===== src/rtl/pe_tile_sequencer.sv =====
// Loop-nest sequencer for one convolution layer: walks the tile index space, issues one
// weight/activation buffer read per step and pipelines mac_en/tile_done_flag behind the
// registered buffer output.
module pe_tile_sequencer #(
    parameter int unsigned KX_W   = 4,
    parameter int unsigned KY_W   = 4,
    parameter int unsigned X_W    = 8,
    parameter int unsigned Y_W    = 8,
    parameter int unsigned N_W    = 8,
    parameter int unsigned I_W    = 8,
    parameter int unsigned X_STEP = 4,
    parameter int unsigned N_STEP = 4
) (
    input  logic            clk,
    input  logic            rst,
    input  logic            start,
    input  logic [KX_W-1:0] kx,
    input  logic [KY_W-1:0] ky,
    input  logic [X_W-1:0]  x,
    input  logic [Y_W-1:0]  y,
    input  logic [N_W-1:0]  nc,
    input  logic [I_W-1:0]  ic,
    input  logic            sparse_stall,
    input  logic            mult_done,
    output logic            busy,
    output logic            done,
    output logic            buf_rd_en,
    output logic [KX_W-1:0] kkx,
    output logic [KY_W-1:0] kky,
    output logic [X_W-1:0]  xx,
    output logic [Y_W-1:0]  yy,
    output logic [N_W-1:0]  nn,
    output logic [I_W-1:0]  ii,
    output logic            mac_en,
    output logic            tile_done_flag
);

    typedef enum logic [1:0] {
        StIdle,
        StRun,
        StDrain,
        StDone
    } state_e;

    state_e state_q, state_d;

    // Latched layer configuration
    logic [KX_W-1:0] kx_q;
    logic [KY_W-1:0] ky_q;
    logic [X_W-1:0]  x_q;
    logic [Y_W-1:0]  y_q;
    logic [N_W-1:0]  nc_q;
    logic [I_W-1:0]  ic_q;

    // Index counters
    logic [KX_W-1:0] kkx_q, kkx_d;
    logic [KY_W-1:0] kky_q, kky_d;
    logic [X_W-1:0]  xx_q, xx_d;
    logic [Y_W-1:0]  yy_q, yy_d;
    logic [N_W-1:0]  nn_q, nn_d;
    logic [I_W-1:0]  ii_q, ii_d;

    logic mac_en_q;
    logic tile_done_q;

    logic load_cfg;
    logic zero_dim;
    logic advance;
    logic ii_last, kkx_last, kky_last, xx_last, yy_last, nn_last;
    logic last_red, last_all;

    // Terminal conditions of each loop level, evaluated on the latched configuration.
    // The strided loops compare one bit wider so xx+X_STEP / nn+N_STEP cannot wrap.
    always_comb begin
        ii_last  = (ii_q == ic_q - I_W'(1));
        kkx_last = (kkx_q == kx_q - KX_W'(1));
        kky_last = (kky_q == ky_q - KY_W'(1));
        xx_last  = (({1'b0, xx_q} + (X_W+1)'(X_STEP)) >= {1'b0, x_q});
        yy_last  = (yy_q == y_q - Y_W'(1));
        nn_last  = (({1'b0, nn_q} + (N_W+1)'(N_STEP)) >= {1'b0, nc_q});
        last_red = ii_last & kkx_last & kky_last;
        last_all = last_red & xx_last & yy_last & nn_last;
    end

    // Issue qualifier and launch decode
    always_comb begin
        advance  = (state_q == StRun) & ~sparse_stall & mult_done;
        zero_dim = (kx == '0) | (ky == '0) | (x == '0) | (y == '0) | (nc == '0) | (ic == '0);
    end

    // FSM next-state; a layer with any empty dimension goes straight to DONE
    always_comb begin
        state_d  = state_q;
        load_cfg = 1'b0;
        unique case (state_q)
            StIdle: begin
                if (start) begin
                    load_cfg = 1'b1;
                    state_d  = zero_dim ? StDone : StRun;
                end
            end
            StRun: begin
                if (advance && last_all) begin
                    state_d = StDrain;
                end
            end
            StDrain: state_d = StDone;
            StDone:  state_d = StIdle;
            default: state_d = StIdle;
        endcase
    end

    // Counter next-state: innermost ii first, carrying outward on wrap.
    // On the final read the counters hold so the last indices stay visible.
    always_comb begin
        kkx_d = kkx_q;
        kky_d = kky_q;
        xx_d  = xx_q;
        yy_d  = yy_q;
        nn_d  = nn_q;
        ii_d  = ii_q;
        if (load_cfg) begin
            kkx_d = '0;
            kky_d = '0;
            xx_d  = '0;
            yy_d  = '0;
            nn_d  = '0;
            ii_d  = '0;
        end else if (advance && !last_all) begin
            if (!ii_last) begin
                ii_d = ii_q + I_W'(1);
            end else begin
                ii_d = '0;
                if (!kkx_last) begin
                    kkx_d = kkx_q + KX_W'(1);
                end else begin
                    kkx_d = '0;
                    if (!kky_last) begin
                        kky_d = kky_q + KY_W'(1);
                    end else begin
                        kky_d = '0;
                        if (!xx_last) begin
                            xx_d = xx_q + X_W'(X_STEP);
                        end else begin
                            xx_d = '0;
                            if (!yy_last) begin
                                yy_d = yy_q + Y_W'(1);
                            end else begin
                                yy_d = '0;
                                nn_d = nn_q + N_W'(N_STEP);
                            end
                        end
                    end
                end
            end
        end
    end

    // State register
    always_ff @(posedge clk) begin
        if (rst) begin
            state_q <= StIdle;
        end else begin
            state_q <= state_d;
        end
    end

    // Configuration latch, written only when a start is accepted in IDLE
    always_ff @(posedge clk) begin
        if (rst) begin
            kx_q <= '0;
            ky_q <= '0;
            x_q  <= '0;
            y_q  <= '0;
            nc_q <= '0;
            ic_q <= '0;
        end else if (load_cfg) begin
            kx_q <= kx;
            ky_q <= ky;
            x_q  <= x;
            y_q  <= y;
            nc_q <= nc;
            ic_q <= ic;
        end
    end

    // Index counter registers
    always_ff @(posedge clk) begin
        if (rst) begin
            kkx_q <= '0;
            kky_q <= '0;
            xx_q  <= '0;
            yy_q  <= '0;
            nn_q  <= '0;
            ii_q  <= '0;
        end else begin
            kkx_q <= kkx_d;
            kky_q <= kky_d;
            xx_q  <= xx_d;
            yy_q  <= yy_d;
            nn_q  <= nn_d;
            ii_q  <= ii_d;
        end
    end

    // MAC strobes lag the read by one cycle to line up with the registered buffer data
    always_ff @(posedge clk) begin
        if (rst) begin
            mac_en_q    <= 1'b0;
            tile_done_q <= 1'b0;
        end else begin
            mac_en_q    <= buf_rd_en;
            tile_done_q <= buf_rd_en & last_red;
        end
    end

    // Output mapping
    always_comb begin
        buf_rd_en      = advance;
        busy           = (state_q != StIdle);
        done           = (state_q == StDone);
        kkx            = kkx_q;
        kky            = kky_q;
        xx             = xx_q;
        yy             = yy_q;
        nn             = nn_q;
        ii             = ii_q;
        mac_en         = mac_en_q;
        tile_done_flag = tile_done_q;
    end

endmodule

===== config.mk =====
export PLATFORM = sky130hd
export DESIGN_NAME = pe_tile_sequencer
export DESIGN_NICKNAME = d
export VERILOG_FILES = /design/src/rtl/pe_tile_sequencer.sv
export SDC_FILE = /design/constraint.sdc
export NUM_CORES = 1
export LEC_CHECK = 0
export CAP_MARGIN = 20
export CORE_MARGIN = 3
export CORE_UTILIZATION = 50
export DETAILED_ROUTE_END_ITERATION = 8
export DONT_BUFFER_PORTS = 1
export GPL_ROUTABILITY_DRIVEN = 1
export SLEW_MARGIN = 20
export SYNTH_ARGS = -nofsm -noshare
export SYNTH_HDL_FRONTEND = slang
export SYNTH_SLANG_ARGS = --single-unit

===== constraint.sdc =====
create_clock -name clk -period 4.6 [get_ports clk]
set_clock_uncertainty 0.05 [all_clocks]
set_input_delay 0.69 -clock clk [delete_from_list [all_inputs] [get_ports clk]]
set_output_delay 0.69 -clock clk [all_outputs]
set_load 0.01 [all_outputs]

==> results.py <==
metrics = {
    "clock_network": {
        "root_buffer": "clkbuf_8",
        "numCtsBuffers": 9,
        "cts_tree": "built",
        "clockBufferDepth": 2,
        "clkTransAtPathRegs_ns": 0.08,
        "postCtsHoldBufs": 0,
        "cts_setup_buffers": 0,
        "clkLatencyLatePin_ns": 0.35,
        "cts.repair.resized": 0,
        "cts_htree_levels": 3,
        "cts_sinks": 80,
    },
    "outcome": {
        "status": "finished, final reports clean",
    },
    "layout": {
        "seq_area_mm2": 0.00160,
        "drive_gt1_share_pct": 5.48,
        "multi_input_area_mm2": 0.00282,
        "syn_to_final_growth_pct": 5.85,
        "layout_common_cells": "110 x nand2_1, 80 x dfxtp_1, 71 x a21oi_1, 36 x inv_1, 27 x ha_1",
        "diodes": 0,
        "layout_commonest_cell": "nand2_1",
        "fin_nets": 651,
        "n_fill_cell": 864,
    },
    "worst_setup_path": {
        "r2r_setup_slack_ns": 0.68,
        "start_kind": "flip-flop",
        "critPathKind": "reg -> reg",
        "critPathRequiredTime_ns": 4.82,
        "crit_fanout": 14,
        "timing.rr.end": "yy[5]$_SDFFE_PP0P_",
        "worstSetupEndpointType": "flip-flop",
        "cp.arrival_ns": 4.15,
        "ff2ff_path_depth": 11,
        "timing.rr.start": "nn[2]$_SDFFE_PP0P_",
    },
    "hold_path": {
        "min_path_type": "in -> reg",
        "hold_depth": 1,
        "whs_endpoint": "y_q[7]$_SDFFE_PP0P_",
        "min_from": "rst",
    },
    "pwr": {
        "power_switching_mw": 0.726,
        "swShare_pct": 36.4,
        "powerDensity_mw_per_mm2": 405,
        "leakage_nw": 1.81,
        "p_int_mw": 1.27,
        "p_comb_share_pct": 32.5,
        "ir_drop_mv": 0.205,
        "p_seq_share_pct": 41.7,
        "clockPowerShare_pct": 25.8,
    },
    "floorplan": {
        "rows": 34,
        "die_h_um": 102,
        "die_width_um": 102,
        "initial_core_util_pct": 52.5,
        "core-area_mm2": 0.00885,
        "io_pins": 90,
        "die_area_mm2": 0.0105,
    },
    "timing": {
        "hold_viol_final": 0,
        "drv_slew": 0,
        "worstMarginPinSlew_ns": 0.717,
        "max_clock_freq_mhz": 255,
        "setup-tns-final_ns": 0,
        "period_share_pct": 85.3,
        "setup_viol": 0,
        "relSlewSlack_pct": 52.1,
        "whs_ns": 0.348,
        "finalCriticalPeriod_ns": 3.92,
        "grt_setup_unrepaired": "false",
    },
    "global_route": {
        "grt_pass1_wl_um": 19000,
        "grt_overflow": 0,
        "antenna_found_initial": 0,
        "grt_use_total_pct": 23.0,
        "grt_max_degree": 48,
        "grt_pass1_vias": 3909,
    },
    "logic_synthesis": {
        "synth_edf_count": 0,
        "syn_area_mm2": 0.00464,
        "synth-seq-area-share_pct": 34.5,
        "ys_warn_count": 0,
        "avgSynthCellArea_um2": 7.95,
        "synth_cell_types": 71,
        "ys_ff_latch": 80,
        "synth_async_sr_flop_share_pct": 0,
        "syn_inst": 584,
        "ys.flop_type": "dfxtp_1",
    },
    "routing": {
        "avgRoutedWirePerCell_um": 16.9,
        "dr.first_iter.drc_count": 156,
        "finalWirelength_um": 11700,
        "drtAntennaViolNets": 0,
        "route.detailed.drc": 0,
        "drtPass1Iterations": 4,
        "vias": 4074,
        "via_per_inst": 5.89,
    },
    "placement": {
        "hpwl_um": 8730,
        "place.gp.congestion": 0.822,
        "io_buffer_count": 0,
    },
    "job": {
        "drv_cap": 0,
    },
}
-- flip-flops by register name (all words and copies together) (netlist names), 6 cells and up --
register / count
nn: 6
y_q: 8
ic_q: 8
xx: 6
nc_q: 8
x_q: 8
ii: 8
yy: 8
-- Yosys cell counts, types with 4 or more instances --
library cell | n | area, um^2
nor2_1 | 23 | 86.3
buf_4 | 4 | 30.0
and3_1 | 4 | 25.0
o211ai_1 | 4 | 30.0
nand2_1 | 110 | 413
nor4_1 | 14 | 87.6
nand4_1 | 10 | 62.6
clkbuf_1 | 15 | 56.3
a21o_1 | 4 | 30.0
nand3_1 | 17 | 85.1
o21ai_0 | 11 | 55.1
nand3b_1 | 4 | 30.0
or3_1 | 9 | 56.3
ha_1 | 27 | 338
nand2b_1 | 7 | 43.8
o21ai_1 | 8 | 40.0
a21oi_1 | 71 | 355
or4_1 | 6 | 45.0
inv_1 | 36 | 135
o31ai_1 | 8 | 60.1
xor2_1 | 16 | 140
xnor2_1 | 18 | 158
dfxtp_1 | 80 | 1600
nor3_1 | 14 | 70.1
-- worst max-delay path, cell delays in order, from the launching register on --
cell	delay, ns
dfxtp_1	0.46
ha_1	0.26
and3_1	0.25
xnor2_1	0.14
ha_1	0.26
a211o_1	0.27
a2111oi_0	0.31
o21ai_0	0.31
o2111ai_2	0.23
nand4_1	0.49
or4_1	0.65
a21oi_1	0.16
-- kinds of logic after synthesis --
logic type                 after synthesis  share of synthesized area, %
adders and majority gates               27                          7.28
other                                    1                        0.0808
AOI/OAI and AO/OA                      137                          18.7
and+or+nand+nor                        240                          25.9
buffers and inverters                   60                          5.42
xor gates and xnor gates                36                          7.44
DFF                                     80                          34.5
muxes                                    3                         0.674
-- how the worst max path moves through the flow --
stage,to,startpoint,slack (ns),cells past startpoint
2_1_floorplan,kky[3]$_SDFFE_PP0P_,xx[2]$_SDFFE_PP0P_,1.36,11
3_3_place_gp,yy[0]$_SDFFE_PP0P_,nn[2]$_SDFFE_PP0P_,0.87,10
3_5_place_dp,yy[2]$_SDFFE_PP0P_,nn[2]$_SDFFE_PP0P_,0.70,10
4_1_cts,yy[2]$_SDFFE_PP0P_,nn[2]$_SDFFE_PP0P_,0.68,10
5_1_grt,yy[5]$_SDFFE_PP0P_,nn[2]$_SDFFE_PP0P_,0.34,11
6_report,yy[5]$_SDFFE_PP0P_,nn[2]$_SDFFE_PP0P_,0.68,11
-- power by group through the flow --
stage	logic, mW	clock network (mW)	registers (mW)
final	0.648	0.513	0.830
after global routing	0.731	0.561	0.842
after CTS	0.649	0.530	0.831
after detailed placement	0.645	0	0.847
after global placement	0.634	0	0.844
after floorplan	0.518	0	0.828
-- cell type report --
cell class	count	area share, %
inverters	36	2.75
flip-flops and latches	80	32.6
multi-input cells	447	57.3
clock buffers	11	2.67
well taps	108	2.75
clock inverters	5	1.17
repair buffers	5	0.764
-- metrics by stage --
step | total power [mW] | setup slack, ns | instance area (um^2) | instances | util (%)
after floorplan | 1.35 | 1.36 | 4650 | 587 | -
after global placement | 1.48 | 0.866 | 4720 | 676 | 53.3
after detailed placement | 1.49 | 0.704 | 4720 | 676 | 53.3
after CTS | 2.01 | 0.680 | 4900 | 692 | 55.4
after global routing | 2.13 | 0.344 | 4910 | 692 | 55.5
final | 1.99 | 0.676 | 4910 | 692 | 55.5
-- layer usage --
| metal | wire (um) | part of all wire [%] | vias to the layer above | global-route usage [%] |
|---|---|---|---|---|
| met2 | 5820 | 50 | 94 | 40.8 |
| met5 | 0 | 0 | - | 0 |
| met4 | 170 | 1.5 | 0 | 5.85 |
| met1 | 5110 | 44 | 1923 | 27.7 |
| met3 | 591 | 5.1 | 13 | 6.08 |
| li1 | - | - | 2044 | - |
Power figures use the tool's default switching activity.
